--- config.mk ---
export PLATFORM = sky130hd
export DESIGN_NAME = ram_w16b8_arbiter
export DESIGN_NICKNAME = d
export VERILOG_FILES = /design/src/rtl/ram_arb_pkg.sv /design/src/rtl/ram_rr_picker.sv /design/src/rtl/ram_w16b8_arbiter.sv
export SDC_FILE = /design/constraint.sdc
export NUM_CORES = 1
export LEC_CHECK = 0
export CORE_UTILIZATION = 35
export DETAILED_ROUTE_END_ITERATION = 8
export PLACE_DENSITY_LB_ADDON = 0.2
export SYNTH_ARGS = -nofsm -noshare
export SYNTH_HDL_FRONTEND = slang
export SYNTH_SLANG_ARGS = --single-unit
--- constraint.sdc ---
create_clock -name clk -period 1.48 [get_ports clk]
set_clock_uncertainty 0.05 [all_clocks]
set_input_delay 0.148 -clock clk [delete_from_list [all_inputs] [get_ports clk]]
set_output_delay 0.148 -clock clk [all_outputs]
set_load 0.005 [all_outputs]
--- src/rtl/ram_arb_pkg.sv ---
// Shared types and constants for the two-client round-robin controller of the 16x8 RAM.
package ram_arb_pkg;

  typedef enum logic [2:0] {
    IDLE  = 3'd0,
    ISSUE = 3'd1,
    RESP  = 3'd2,
    DONE  = 3'd3,
    CLEAR = 3'd4
  } arb_state_e;

  localparam logic [3:0] CS_SEL    = 4'hF;
  localparam logic [3:0] CS_OFF    = 4'h0;
  localparam int         RAM_WORDS = 16;
  localparam int         NUM_REQ   = 2;

endpackage

--- src/rtl/ram_rr_picker.sv ---
// Two-way round-robin picker: combinational grant from the request pair plus a
// favourite pointer that flips only when a contested round is granted.
module ram_rr_picker
  import ram_arb_pkg::*;
(
  input  logic               clk,
  input  logic               rst_n,
  input  logic [NUM_REQ-1:0] i_req,
  input  logic               i_grant_stb,
  output logic               o_grant_valid,
  output logic               o_grant_idx
);

  // Client that wins the next round in which both clients are requesting.
  logic r_favour;

  always_comb begin
    o_grant_valid = |i_req;
    o_grant_idx   = 1'b0;
    if (&i_req) begin
      o_grant_idx = r_favour;
    end else if (i_req[1]) begin
      o_grant_idx = 1'b1;
    end
  end

  always_ff @(posedge clk) begin
    if (!rst_n) begin
      r_favour <= 1'b0;
    end else if (i_grant_stb && (&i_req)) begin
      r_favour <= ~o_grant_idx;
    end
  end

endmodule

--- src/rtl/ram_w16b8_arbiter.sv ---
// Round-robin req/ack controller serialising two clients onto the 16x8 RAM port.
// Optional RAM_INIT_CLEAR_EN adds a post-reset CLEAR pass that zeroes all 16 words.
module ram_w16b8_arbiter
  import ram_arb_pkg::*;
#(
  parameter int AddressDepth = 4,
  parameter int DataWide     = 8
) (
  input  logic                            clk,
  input  logic                            rst_n,
  input  logic [NUM_REQ-1:0]              req,
  input  logic [NUM_REQ-1:0]              we,
  input  logic [NUM_REQ*AddressDepth-1:0] addr,
  input  logic [NUM_REQ*DataWide-1:0]     wdata,
  output logic [NUM_REQ-1:0]              ack,
  output logic [DataWide-1:0]             rdata,
  output logic                            busy,
  output logic                            init_done,
  output logic                            ram_rw,
  output logic [3:0]                      ram_cs,
  output logic [AddressDepth-1:0]         ram_addr,
  output logic [DataWide-1:0]             ram_din,
  input  logic [DataWide-1:0]             ram_dout
);

  arb_state_e                r_state;
  arb_state_e                w_state_next;
  logic                      r_grant;
  logic                      r_we;
  logic [AddressDepth-1:0]   r_addr;
  logic [DataWide-1:0]       r_wdata;
  logic [DataWide-1:0]       r_rdata;
  logic                      r_init_done;

  logic                      w_grant_valid;
  logic                      w_grant_idx;
  logic                      w_grant_stb;
  logic                      w_clr_last;
  logic [AddressDepth-1:0]   w_clr_addr;

  logic [AddressDepth-1:0]   w_addr_arr  [NUM_REQ];
  logic [DataWide-1:0]       w_wdata_arr [NUM_REQ];

  genvar gi;
  generate
    for (gi = 0; gi < NUM_REQ; gi++) begin : g_client
      assign w_addr_arr[gi]  = addr[gi*AddressDepth +: AddressDepth];
      assign w_wdata_arr[gi] = wdata[gi*DataWide +: DataWide];
      assign ack[gi]         = (r_state == DONE) && (r_grant == 1'(gi));
    end
  endgenerate

`ifdef RAM_INIT_CLEAR_EN
  localparam arb_state_e RESET_STATE = CLEAR;

  logic [AddressDepth-1:0] r_clr_cnt;

  always_ff @(posedge clk) begin
    if (!rst_n) begin
      r_clr_cnt <= '0;
    end else if (r_state == CLEAR) begin
      r_clr_cnt <= r_clr_cnt + 1'b1;
    end
  end

  assign w_clr_last = (r_clr_cnt == AddressDepth'(RAM_WORDS - 1));
  assign w_clr_addr = r_clr_cnt;
`else
  localparam arb_state_e RESET_STATE = IDLE;

  assign w_clr_last = 1'b1;
  assign w_clr_addr = '0;
`endif

  // Requests raised while clearing stay pending: arbitration happens only in IDLE.
  assign w_grant_stb = (r_state == IDLE) && w_grant_valid;

  ram_rr_picker u_picker (
    .clk           (clk),
    .rst_n         (rst_n),
    .i_req         (req),
    .i_grant_stb   (w_grant_stb),
    .o_grant_valid (w_grant_valid),
    .o_grant_idx   (w_grant_idx)
  );

  always_comb begin
    w_state_next = r_state;
    case (r_state)
      IDLE:    if (w_grant_valid) w_state_next = ISSUE;
      ISSUE:   w_state_next = RESP;
      RESP:    w_state_next = DONE;
      DONE:    w_state_next = IDLE;
      CLEAR:   if (w_clr_last) w_state_next = IDLE;
      default: w_state_next = IDLE;
    endcase
  end

  always_ff @(posedge clk) begin
    if (!rst_n) begin
      r_state     <= RESET_STATE;
      r_grant     <= 1'b0;
      r_we        <= 1'b0;
      r_addr      <= '0;
      r_wdata     <= '0;
      r_rdata     <= '0;
      r_init_done <= 1'b0;
    end else begin
      r_state <= w_state_next;
      if (w_grant_stb) begin
        r_grant <= w_grant_idx;
        r_we    <= we[w_grant_idx];
        r_addr  <= w_addr_arr[w_grant_idx];
        r_wdata <= w_wdata_arr[w_grant_idx];
      end
      // The RAM drives ram_dout only in the cycle after a read issue.
      if ((r_state == RESP) && !r_we) begin
        r_rdata <= ram_dout;
      end
      if (w_state_next != CLEAR) begin
        r_init_done <= 1'b1;
      end
    end
  end

  always_comb begin
    ram_cs   = CS_OFF;
    ram_rw   = 1'b0;
    ram_addr = r_addr;
    ram_din  = r_wdata;
    case (r_state)
      ISSUE: begin
        ram_cs = CS_SEL;
        ram_rw = r_we;
      end
      CLEAR: begin
        ram_cs   = CS_SEL;
        ram_rw   = 1'b1;
        ram_addr = w_clr_addr;
        ram_din  = '0;
      end
      default: ;
    endcase
  end

  assign rdata     = r_rdata;
  assign busy      = (r_state != IDLE);
  assign init_done = r_init_done;

endmodule

==> results by group <==
Worst hold path
  – Hold path start: ram_dout[0]
  – Hold crit path type: in -> reg

Flow run
  – Maxcap violations: 0

Synthesis
  – Post-synthesis register bit count: 27
  – Net Count, Synth: 198
  – Sequential area share after synthesis: 0.411
  – Unique cell type count in the Yosys netlist: 30
  – Post-Syn Area per Cell: 8.21 um^2
  – Mapped cell area: 1310 um^2
  – Number of synthesis warnings: 0
  – Mapped Cells: 160

Power and ir drop
  – Internal Power: 1.26 mW
  – Seq pwr share: 0.476
  – Peak supply drop: 0.595 mV
  – Power Density: 742 nW/um^2
  – Comb pwr share: 0.278
  – Switching Power: 417 uW
  – Switching share of total power: 0.248
  – Power share of the clock group: 0.247
  – Leakage: 1.03 nW

Die
  – Row cnt: 21
  – Die height: 63.3 um
  – Core ar.: 3470 um^2
  – Die width: 63.3 um
  – Die footprint: 4000 um^2
  – Starting Density: 0.379
  – IO Pins: 67

Clock network
  – Worst-path clk slew: 90 ps
  – Clk_lat worst skew: 270 ps
  – Clock sink count: 27
  – Clock root buffer: clkbuf_8
  – CTS tree: built
  – H-Tree Depth: 1
  – Clk buf depth: 2
  – CTS Buf Count: 3

Timing
  – Min Tclk post-route: 1660 ps
  – Final Cycle Share: 1.12
  – Fmax: 602 MHz
  – Final Max Slew Viols: 0
  – Final worst slack: -181 ps
  – Final setup vio count: 31
  – Hold WS: 371 ps
  – Fin. Hold Viols: 0
  – TNS Setup: -2170 ps
  – RSZ-0062 raised after global routing: true

Routing
  – DR pass1 iterations: 5
  – Initial DRC Count: 140
  – Drc violations: 0
  – ANT nets after route: 0
  – Drt via density: 4.83
  – Via count: 1416
  – DR WL/cell: 12.4 um
  – Total Wirelength: 3620 um

Placed design
  – GP Congestion: 0.745
  – Placed insts: 275
  – Placed inst area: 2080 um^2
  – IO buf count: 66
  – Post-DP HPWL: 2570 um

Global routing
  – Total GRT Usage: 0.189
  – Initial antenna violation count: 0
  – Vias in the first global route: 1389
  – Maximum number of pins on one net before global-route repair: 18
  – Global-route wire length before repair: 6130 um
  – Total grt overflow: 0

Finish
  – Layout cell share with drive strength beyond 1: 0.328
  – Most common cell after layout, fill and taps aside: clkdlybuf4s50_1
  – Register area: 552 um^2
  – Layout area overhead: 72.5%
  – FILL cells: 308
  – Ant. Diodes: 0
  – Nets: 286
  – Design Area, Final: 2270 um^2
  – Multi-input gate area: 659 um^2
  – Final Instance Count excl. Fillers: 293
  – Most frequent cells in the layout: clkdlybuf4s50_1, inv_1, nand2_1, dfxtp_1, buf_4

Status
  – Status: complete, but fails checks
  – Failing checks: setup timing

Critical path
  – Worst Path Required: 1280 ps
  – Highest net fanout along the worst path: 4
  – Crit path largest cell delay: 360 ps
  – CP max-delay cell: dfxtp_4
  – Crit start category: register
  – Worst setup path class: reg -> out
  – Cell mode on critical path: buf_6
  – WP buf/inv: 4
  – Crit path launch: r_state[0]$_SDFF_PN0_
  – Delay-heaviest family, CP: buffers and inverters
  – Cell Chain, Critical Path: buf_6 > nor3b_4 > buf_6 > buf_6 > nor2b_2 > buf_2
  – Crit Reg-Reg Startpoint: r_state[0]$_SDFF_PN0_
  – Critical Path End Type: output pin
  – WP data arrival: 1460 ps
-- worst register-to-register path, stage by stage (launching register included) --
cell	delay, ps
dfxtp_4	360
buf_6	120
buf_4	130
or4b_4	600
nand2_1	110
a21boi_1	60
-- power by group through the flow --
stage,clock [mW],sequential (mW),combinational (mW)
6_report,0.415,0.800,0.467
5_1_grt,0.459,0.807,0.507
4_1_cts,0.426,0.800,0.422
3_5_place_dp,0,0.818,0.411
3_3_place_gp,0,0.816,0.402
2_1_floorplan,0,0.811,0.175
-- path summary, 6_finish.rpt --
check | cells after the start | endpoint | slack (ps)
min reg2reg | 2 | rdata[3]$_SDFFE_PN0P_ | 420
max reg2reg | 5 | rdata[3]$_SDFFE_PN0P_ | -40
min | 3 | rdata[0]$_SDFFE_PN0P_ | 370
max | 6 | ram_addr[2] | -180
-- routing by layer --
layer	up-vias	track usage	routed length, um
met5	-	0	0
met4	0	0.0455	21
met3	2	0.0290	243
met2	59	0.336	1850
met1	659	0.237	1510
li1	696	-	-
-- state kept, by name (all words and copies together), names as in the netlist --
signal	cells
rdata	8
r_wdata	8
r_addr	4
r_grant	1
r_state	3
r_we	1
u_picker.r_favour	1
init_done	1
-- per-stage QoR --
stage | setup WS [ps] | power, mW | utilization
after floorplan | 0.519 | 0.987 | -
after global placement | -73.8 | 1.22 | 0.600
after detailed placement | -141 | 1.23 | 0.600
after CTS | -189 | 1.65 | 0.627
after global routing | -245 | 1.77 | 0.653
final | -181 | 1.68 | 0.653
-- repair_timing --
item                       CTS  global route
buffers inserted             8             5
hold buffers                 0             0
pin swaps                   19            20
setup endpoints to repair   41            40
gates cloned                 2             0
resized for setup           72            46
-- cell type report --
class / count / area share
clock buffer: 4 / 0.0199
timing repair buffer: 97 / 0.375
sequential: 27 / 0.244
tap: 46 / 0.0254
inverter: 27 / 0.0447
multi-input combinational: 92 / 0.291
-- cell usage after synthesis --
cell,instances,share of area
nor2_1,3,0.0086
o21ai_0,1,0.0038
or2_4,1,0.0067
nor2b_1,13,0.062
a221oi_1,1,0.0067
nor3_4,1,0.012
clkbuf_1,7,0.020
mux2i_1,1,0.0076
and3_1,1,0.0048
o21a_1,2,0.011
nor3_1,2,0.0076
xnor2_1,2,0.013
buf_2,2,0.0076
buf_6,3,0.026
buf_4,3,0.017
o2bb2a_1,1,0.0076
nand2b_1,3,0.014
dfxtp_1,27,0.41
nor4b_2,1,0.011
and3_2,2,0.011
nor3b_1,1,0.0057
inv_2,1,0.0029
nand3_1,1,0.0038
a222oi_1,12,0.091
or4b_1,1,0.0076
nand2_1,31,0.089
a21boi_1,2,0.011
inv_1,26,0.074
conb_1,1,0.0029
a21boi_0,7,0.040
-- kinds of logic (layout without fill, tap and decap cells) --
| group | Yosys count | count (layout) | synth area share |
|---|---|---|---|
| DFF | 27 | 27 | 0.411 |
| muxes | 1 | 1 | 0.00762 |
| AOI/OAI and AO/OA | 26 | 26 | 0.172 |
| and+or+nand+nor | 61 | 62 | 0.245 |
| xor gates and xnor gates | 2 | 2 | 0.0133 |
| other | 1 | 1 | 0.00285 |
| buffers and inverters | 42 | 128 | 0.148 |
Power figures use the tool's default switching activity.
